$ cat src/rtl/arm_ctrl_pkg.sv
// Shared types and encodings for the multicycle ARM controller:
// FSM states, datapath select codes, instruction field codes and the condition table.
package arm_ctrl_pkg;

    typedef enum logic [3:0] {
        S_FETCH    = 4'd0,
        S_DECODE   = 4'd1,
        S_MEMADR   = 4'd2,
        S_MEMREAD  = 4'd3,
        S_MEMWB    = 4'd4,
        S_MEMWRITE = 4'd5,
        S_EXECUTER = 4'd6,
        S_EXECUTEI = 4'd7,
        S_ALUWB    = 4'd8,
        S_BRANCH   = 4'd9
    } statetype;

    localparam logic [2:0] ALU_ADD = 3'b000;
    localparam logic [2:0] ALU_SUB = 3'b001;
    localparam logic [2:0] ALU_AND = 3'b010;
    localparam logic [2:0] ALU_ORR = 3'b011;
    localparam logic [2:0] ALU_EOR = 3'b100;

    localparam logic [1:0] RES_ALUOUT    = 2'b00;
    localparam logic [1:0] RES_READDATA  = 2'b01;
    localparam logic [1:0] RES_ALURESULT = 2'b10;

    localparam logic [1:0] SRCB_RD2    = 2'b00;
    localparam logic [1:0] SRCB_EXTIMM = 2'b01;
    localparam logic [1:0] SRCB_FOUR   = 2'b10;

    localparam logic [1:0] OP_DP  = 2'b00;
    localparam logic [1:0] OP_MEM = 2'b01;
    localparam logic [1:0] OP_BR  = 2'b10;
    localparam logic [1:0] OP_NOP = 2'b11;

    localparam logic [3:0] CMD_AND = 4'b0000;
    localparam logic [3:0] CMD_EOR = 4'b0001;
    localparam logic [3:0] CMD_SUB = 4'b0010;
    localparam logic [3:0] CMD_ADD = 4'b0100;
    localparam logic [3:0] CMD_CMP = 4'b1010;
    localparam logic [3:0] CMD_ORR = 4'b1100;

    localparam logic [3:0] COND_EQ = 4'b0000;
    localparam logic [3:0] COND_NE = 4'b0001;
    localparam logic [3:0] COND_CS = 4'b0010;
    localparam logic [3:0] COND_CC = 4'b0011;
    localparam logic [3:0] COND_MI = 4'b0100;
    localparam logic [3:0] COND_PL = 4'b0101;
    localparam logic [3:0] COND_VS = 4'b0110;
    localparam logic [3:0] COND_VC = 4'b0111;
    localparam logic [3:0] COND_HI = 4'b1000;
    localparam logic [3:0] COND_LS = 4'b1001;
    localparam logic [3:0] COND_GE = 4'b1010;
    localparam logic [3:0] COND_LT = 4'b1011;
    localparam logic [3:0] COND_GT = 4'b1100;
    localparam logic [3:0] COND_LE = 4'b1101;
    localparam logic [3:0] COND_AL = 4'b1110;

    // flags are packed {N,Z,C,V}; the reserved 1111 code never executes
    function automatic logic cond_check(input logic [3:0] cond, input logic [3:0] flags);
        logic n;
        logic z;
        logic c;
        logic v;
        logic pass;
        n = flags[3];
        z = flags[2];
        c = flags[1];
        v = flags[0];
        case (cond)
            COND_EQ: pass = z;
            COND_NE: pass = ~z;
            COND_CS: pass = c;
            COND_CC: pass = ~c;
            COND_MI: pass = n;
            COND_PL: pass = ~n;
            COND_VS: pass = v;
            COND_VC: pass = ~v;
            COND_HI: pass = c & ~z;
            COND_LS: pass = ~c | z;
            COND_GE: pass = (n == v);
            COND_LT: pass = (n != v);
            COND_GT: pass = ~z & (n == v);
            COND_LE: pass = z | (n != v);
            COND_AL: pass = 1'b1;
            default: pass = 1'b0;
        endcase
        return pass;
    endfunction

endpackage

$ cat src/rtl/mc_condlogic.sv
// Condition logic: registered ALU flags, condition evaluation, the per-instruction
// CondExR flop and gating of the conditional write enables.
module mc_condlogic
    import arm_ctrl_pkg::*;
#(
    parameter bit COND_EN = 1'b1
) (
    input  logic       clk,
    input  logic       reset,
    input  logic [3:0] i_cond,
    input  logic [3:0] i_alu_flags,
    input  logic       i_cond_latch,
    input  logic       i_flag_w_nz,
    input  logic       i_flag_w_cv,
    input  logic       i_reg_w,
    input  logic       i_mem_w,
    input  logic       i_pc_s,
    output logic       o_reg_write,
    output logic       o_mem_write,
    output logic       o_pc_write
);

    logic [3:0] r_flags;
    logic       r_cond_ex;
    logic       w_cond_ex;

    assign w_cond_ex = COND_EN ? cond_check(i_cond, r_flags) : 1'b1;

    // Flags and CondExR; an instruction only touches the flags if it passed its own condition
    always_ff @(posedge clk) begin
        if (reset) begin
            r_flags   <= 4'b0000;
            r_cond_ex <= 1'b0;
        end else begin
            if (i_cond_latch) begin
                r_cond_ex <= w_cond_ex;
            end
            if (i_flag_w_nz & r_cond_ex) begin
                r_flags[3:2] <= i_alu_flags[3:2];
            end
            if (i_flag_w_cv & r_cond_ex) begin
                r_flags[1:0] <= i_alu_flags[1:0];
            end
        end
    end

    assign o_reg_write = i_reg_w & r_cond_ex;
    assign o_mem_write = i_mem_w & r_cond_ex;
    assign o_pc_write  = i_pc_s & r_cond_ex;

endmodule

$ cat src/rtl/mc_controller.sv
// Multicycle ARM controller: Moore FSM, main decoder and ALU decoder.
// Drives every enable and mux select of the multicycle datapath.
module mc_controller
    import arm_ctrl_pkg::*;
#(
    parameter bit MEM_WAIT_EN = 1'b0,
    parameter bit BYTE_EN     = 1'b1,
    parameter bit COND_EN     = 1'b1
) (
    input  logic         clk,
    input  logic         reset,
    input  logic [31:12] Instr,
    input  logic [3:0]   ALUFlags,
    input  logic         MemReady,
    output logic         PCWrite,
    output logic         AdrSrc,
    output logic         IRWrite,
    output logic         MemWrite,
    output logic         MemByte,
    output logic         RegWrite,
    output logic [1:0]   ResultSrc,
    output logic         ALUSrcA,
    output logic [1:0]   ALUSrcB,
    output logic [1:0]   ImmSrc,
    output logic [1:0]   RegSrc,
    output logic [2:0]   ALUControl
);

    statetype   r_state;
    statetype   w_next;
    statetype   w_state;
    logic [1:0] w_op;
    logic [3:0] w_cmd;
    logic       w_i;
    logic       w_u;
    logic       w_b;
    logic       w_l;
    logic       w_rd15;
    logic       w_mem_done;
    logic [2:0] w_alu_cmd;
    logic       w_no_write;
    logic       w_arith;
    logic       w_pc_fetch;
    logic       w_ir_write;
    logic       w_mem_access;
    logic       w_reg_w;
    logic       w_mem_w;
    logic       w_pc_s;
    logic       w_cond_latch;
    logic       w_exec;
    logic       w_reg_write_g;
    logic       w_mem_write_g;
    logic       w_pc_write_g;
    logic       w_unused;

    assign w_op       = Instr[27:26];
    assign w_i        = Instr[25];
    assign w_cmd      = Instr[24:21];
    assign w_u        = Instr[23];
    assign w_b        = Instr[22];
    assign w_l        = Instr[20];
    assign w_rd15     = (Instr[15:12] == 4'hF);
    assign w_unused   = &{1'b0, Instr[19:16]};
    assign w_mem_done = ~MEM_WAIT_EN | MemReady;

    // Holding reset forces the FETCH decode so selects are stable and enables are low
    assign w_state = reset ? S_FETCH : r_state;

    // ALU decoder; unknown commands run as ADD but never write back
    always_comb begin
        w_alu_cmd  = ALU_ADD;
        w_no_write = 1'b0;
        w_arith    = 1'b0;
        case (w_cmd)
            CMD_ADD: begin w_alu_cmd = ALU_ADD; w_arith = 1'b1; end
            CMD_SUB: begin w_alu_cmd = ALU_SUB; w_arith = 1'b1; end
            CMD_AND: w_alu_cmd = ALU_AND;
            CMD_ORR: w_alu_cmd = ALU_ORR;
            CMD_EOR: w_alu_cmd = ALU_EOR;
            CMD_CMP: begin w_alu_cmd = ALU_SUB; w_arith = 1'b1; w_no_write = 1'b1; end
            default: begin w_alu_cmd = ALU_ADD; w_no_write = 1'b1; end
        endcase
    end

    // Next-state logic
    always_comb begin
        w_next = r_state;
        case (r_state)
            S_FETCH:    w_next = w_mem_done ? S_DECODE : S_FETCH;
            S_DECODE: begin
                case (w_op)
                    OP_MEM:  w_next = S_MEMADR;
                    OP_DP:   w_next = w_i ? S_EXECUTEI : S_EXECUTER;
                    OP_BR:   w_next = S_BRANCH;
                    default: w_next = S_FETCH;
                endcase
            end
            S_MEMADR:   w_next = w_l ? S_MEMREAD : S_MEMWRITE;
            S_MEMREAD:  w_next = w_mem_done ? S_MEMWB : S_MEMREAD;
            S_MEMWB:    w_next = S_FETCH;
            S_MEMWRITE: w_next = w_mem_done ? S_FETCH : S_MEMWRITE;
            S_EXECUTER: w_next = S_ALUWB;
            S_EXECUTEI: w_next = S_ALUWB;
            S_ALUWB:    w_next = S_FETCH;
            S_BRANCH:   w_next = S_FETCH;
            default:    w_next = S_FETCH;
        endcase
    end

    // State register
    always_ff @(posedge clk) begin
        if (reset) begin
            r_state <= S_FETCH;
        end else begin
            r_state <= w_next;
        end
    end

    // Moore output decode; conditional enables go through the condition logic
    always_comb begin
        w_pc_fetch   = 1'b0;
        w_ir_write   = 1'b0;
        w_mem_access = 1'b0;
        w_reg_w      = 1'b0;
        w_mem_w      = 1'b0;
        w_pc_s       = 1'b0;
        w_cond_latch = 1'b0;
        w_exec       = 1'b0;
        AdrSrc       = 1'b0;
        ResultSrc    = RES_ALUOUT;
        ALUSrcA      = 1'b0;
        ALUSrcB      = SRCB_RD2;
        ALUControl   = ALU_ADD;
        case (w_state)
            S_FETCH: begin
                ALUSrcA    = 1'b1;
                ALUSrcB    = SRCB_FOUR;
                ResultSrc  = RES_ALURESULT;
                w_ir_write = w_mem_done;
                w_pc_fetch = w_mem_done;
            end
            S_DECODE: begin
                ALUSrcA      = 1'b1;
                ALUSrcB      = SRCB_FOUR;
                ResultSrc    = RES_ALURESULT;
                w_cond_latch = 1'b1;
            end
            S_MEMADR: begin
                ALUSrcB    = SRCB_EXTIMM;
                ALUControl = w_u ? ALU_ADD : ALU_SUB;
            end
            S_MEMREAD: begin
                AdrSrc       = 1'b1;
                w_mem_access = 1'b1;
            end
            S_MEMWB: begin
                ResultSrc = RES_READDATA;
                w_reg_w   = 1'b1;
            end
            S_MEMWRITE: begin
                AdrSrc       = 1'b1;
                w_mem_access = 1'b1;
                w_mem_w      = 1'b1;
            end
            S_EXECUTER: begin
                ALUControl = w_alu_cmd;
                w_exec     = 1'b1;
            end
            S_EXECUTEI: begin
                ALUSrcB    = SRCB_EXTIMM;
                ALUControl = w_alu_cmd;
                w_exec     = 1'b1;
            end
            S_ALUWB: begin
                w_reg_w = ~w_no_write;
                w_pc_s  = w_rd15;
            end
            S_BRANCH: begin
                ALUSrcB   = SRCB_EXTIMM;
                ResultSrc = RES_ALURESULT;
                w_pc_s    = 1'b1;
            end
            default: begin
                w_pc_fetch = 1'b0;
            end
        endcase
    end

    mc_condlogic #(
        .COND_EN (COND_EN)
    ) u_cond (
        .clk          (clk),
        .reset        (reset),
        .i_cond       (Instr[31:28]),
        .i_alu_flags  (ALUFlags),
        .i_cond_latch (w_cond_latch),
        .i_flag_w_nz  (w_exec & Instr[20]),
        .i_flag_w_cv  (w_exec & Instr[20] & w_arith),
        .i_reg_w      (w_reg_w),
        .i_mem_w      (w_mem_w),
        .i_pc_s       (w_pc_s),
        .o_reg_write  (w_reg_write_g),
        .o_mem_write  (w_mem_write_g),
        .o_pc_write   (w_pc_write_g)
    );

    assign PCWrite  = ~reset & (w_pc_fetch | w_pc_write_g);
    assign IRWrite  = ~reset & w_ir_write;
    assign MemWrite = ~reset & w_mem_write_g;
    assign RegWrite = ~reset & w_reg_write_g;
    assign MemByte  = BYTE_EN & w_mem_access & w_b;
    assign ImmSrc   = w_op;
    assign RegSrc   = {(w_op == OP_MEM) & ~w_l, (w_op == OP_BR)};

endmodule

$ cat config.mk
export PLATFORM = sky130hd
export DESIGN_NAME = mc_controller
export DESIGN_NICKNAME = d
export VERILOG_FILES = /design/src/rtl/arm_ctrl_pkg.sv /design/src/rtl/mc_condlogic.sv /design/src/rtl/mc_controller.sv
export SDC_FILE = /design/constraint.sdc
export NUM_CORES = 1
export LEC_CHECK = 0
export CORE_ASPECT_RATIO = 0.7
export CORE_MARGIN = 8
export CORE_UTILIZATION = 40
export DETAILED_ROUTE_END_ITERATION = 7
export GPL_TIMING_DRIVEN = 1
export PLACE_DENSITY_LB_ADDON = 0.08
export SLEW_MARGIN = 40
export SYNTH_ARGS = -nofsm -noshare
export SYNTH_HDL_FRONTEND = slang
export SYNTH_SLANG_ARGS = --single-unit
$ cat constraint.sdc
create_clock -name clk -period 1.6 [get_ports clk]
set_clock_uncertainty 0.15 [all_clocks]
set_input_delay 0.24 -clock clk [delete_from_list [all_inputs] [get_ports clk]]
set_output_delay 0.24 -clock clk [all_outputs]
set_load 0.03 [all_outputs]
==> flow_summary_export.csv <==
group,metric,value,unit
cts,clk_latency,0.27,ns
synthesis,yosys.cell_types.count,45,
drt,via_count,1197,
layout,final_net_count,220,
timing,fin_worst_hold_slack,0.244,ns
global_route,via_count_of_the_first_global_routing_pass,1209,
floorplanning,io_pins,45,
run_status,status,"complete, but fails checks",
cts,cts_h_tree_depth,1,
cts,cts-hold-fix-buffers,0,
synthesis,synth-async-reset-ratio,0,%
synthesis,ys_ff_latch,9,
timing,grt_setup_unrepaired,"true",
global_route,grt_pass1_wl,5700,um
cts,worst_setup_hold_path_clk_slew,0.06,ns
cts,cts_tree,"yes",
cts,tritoncts.num_buffers,3,
drt,dr.first_iter.drc_count,36,
cts,clkSinkCount,9,
layout,area_growth,94.9,%
timing,timing.final.setup_violations,16,
job,maxCapViolCount,0,
global_route,globalRouteOverflowTotal,0,
power_and_ir_drop,power.leakage,0.740,nW
synthesis,number_of_enable_type_register_cells_in_the_synthesized_netlist,0,
timing,timing.final.hold_violations,0,
synthesis,post_synth.cell_area_avg,7.45,um^2
drt,via_per_inst,5.34,
synthesis,yosysWarningCount,0,
cts,cts.root.buffer_cell,"sky130_fd_sc_hd__clkbuf_4",
timing,final.period_utilization,115,%
floorplanning,initial_standard_cell_utilization_of_the_core,42.5,%
floorplanning,core.rowCount,14,
synthesis,netlist_area_before_placement,923,um^2
timing,clock.fmax,0.544,GHz
timing,final.min_clock_period,1.84,ns
timing,final_max_slew_viol_count,0,
critical_path,cp_data_arrival_time,1.45,ns
layout,antenna_cells,0,
min_path,hold_path_class,"input pin to flip-flop",
floorplanning,die_h,56.2,um
floorplanning,die-width,73.4,um
drt,remaining_drc_errors,0,
power_and_ir_drop,power_density,468,nW/um^2
layout,drive_gt1_share,49.5,%
global_route,grt.total_usage,17.0,%
drt,drt_wl_total,3600,um
critical_path,cp.required,1.21,ns
run_status,violations,"setup timing",
global_route,grt_start_max_net_pins,14,
timing,worst_pin_slew,0.326,ns
layout,layout.cells.most_common_list,"sky130_fd_sc_hd__buf_4, sky130_fd_sc_hd__buf_6, sky130_fd_sc_hd__nor2_1, sky130_fd_sc_hd__clkdlybuf4s50_1, sky130_fd_sc_hd__dlygate4sd2_1",
cts,max-clock-path-buffers,2,
timing,fin_ws,-0.237,ns
floorplanning,dieArea,4130,um^2
synthesis,synth-main-ff-cell,"sky130_fd_sc_hd__dfxtp_1",
critical_path,timing.setup.critical_path_class,"flip-flop to output port",
layout,fill_cells,145,
global_route,antenna_found_initial,0,
floorplanning,floorplan.core_area,2170,um^2
critical_path,worst_setup_path_start_kind,"flip-flop",
layout,footprint_of_the_multi_input_gates,858,um^2
critical_path,timing.critical_path.to_type,"output port",
drt,firstDrtPassIters,4,
synthesis,synth_seq_area_share,19.5,%
place,dp_hpwl,2650,um
drt,drt.antenna.violating_nets,0,
drt,drt-wirelength-per-cell,16.1,um
timing,setup-tns-final,-2.20,ns
layout,area.sequential,193,um^2
timing,max_slew_margin,78.3,%
power_and_ir_drop,irDropWorstVdd,0.371,mV
critical_path,critical_path_peak_fanout,4,
synthesis,syn-num-nets,151,
place,io_buffers,39,
layout,final_common_cell,"sky130_fd_sc_hd__buf_4",
place,place_congestion,0.942,
synthesis,syn_inst,124,
worst paths after layout:
path,startpoint,end,slack [ns],cells past startpoint
hold / removal,Instr[26],r_state[0],0.24,4
setup / recovery,r_state[2],ALUSrcB[0],-0.24,5
setup reg to reg,r_state[3],u_cond.r_flags[1],-0.12,5
hold reg to reg,u_cond.r_flags[2],u_cond.r_flags[2],0.45,2
critical path, stage by stage (launching register included):
cell and delay, ns:
sky130_fd_sc_hd__dfxtp_4 0.37, sky130_fd_sc_hd__or2_4 0.26, sky130_fd_sc_hd__mux2i_1 0.18, sky130_fd_sc_hd__a22oi_1 0.13
sky130_fd_sc_hd__nor2_2 0.10, sky130_fd_sc_hd__buf_6 0.14
final cells by class:
type | count | share of cell area [%]
clock inverter | 1 | 0.278
multi-input combinational | 102 | 47.7
timing repair buffer | 76 | 37.6
sequential | 9 | 10.7
inverter | 1 | 0.209
clock buffer | 3 | 1.25
tap | 32 | 2.23
metal layers:
metal | track usage [%] | routed length [um]
met3 | 5.04 | 276
met1 | 20.2 | 1460
met2 | 28.7 | 1800
met5 | 0 | 0
met4 | 3.97 | 62
cells by family (layout without fill, tap and decap cells):
logic type,after synthesis,after routing,share of synthesized area [%]
compound gates,27,27,22.2
mux,7,7,7.72
flops,9,9,19.5
simple gates,62,62,38.6
buf+inv,13,81,6.23
xor+xnor,6,6,5.69
sequential cells by signal (all words and copies together), names as in the netlist:
register / flops
u_cond.r_flags: 4
r_state: 4
u_cond.r_cond_ex: 1
stage by stage:
step	worst slack [ns]	instances	instance area, um^2	utilization [%]	total power [W]
floorplan	-0.151	124	1010	-	0.000437
finish	-0.237	224	1800	82.8	0.000842
detailed placement	-0.548	215	1570	72.4	0.000617
CTS	-0.191	224	1760	81.2	0.000826
global route	-0.293	224	1800	82.8	0.000890
global placement	-0.518	215	1570	72.4	0.000606
power breakdown:
| group | switching (W) | internal (W) |
|---|---|---|
| clock network | 0.0000870 | 0.0000925 |
| registers | 0.0000211 | 0.000234 |
| logic | 0.000200 | 0.000208 |
| total | 0.000308 | 0.000534 |
timing repair:
item,CTS,global route
pin swaps,11,4
gates resized for setup,50,9
endpoints found under the setup margin,19,21
cloned,0,0
setup buffers,5,0
synthesized netlist by cell type (all sizes together) (2+ instances only):
cell type / n / area (um^2)
nand2b: 2 / 12.5
clkbuf: 8 / 30.0
nor3: 6 / 30.0
nor3b: 4 / 30.0
nor2b: 8 / 50.1
a22oi: 4 / 30.0
a21oi: 3 / 15.0
or2: 2 / 12.5
o21bai: 2 / 15.0
o21ai: 6 / 30.0
nor4: 2 / 12.5
nand3: 2 / 10.0
mux2i: 6 / 60.1
dfxtp: 9 / 180
nand2: 6 / 22.5
and3b: 2 / 17.5
a31oi: 2 / 12.5
buf: 4 / 23.8
xnor2: 5 / 43.8
nor2: 18 / 67.6
nor4b: 2 / 17.5
No activity file was read; power rests on OpenSTA's default activity.
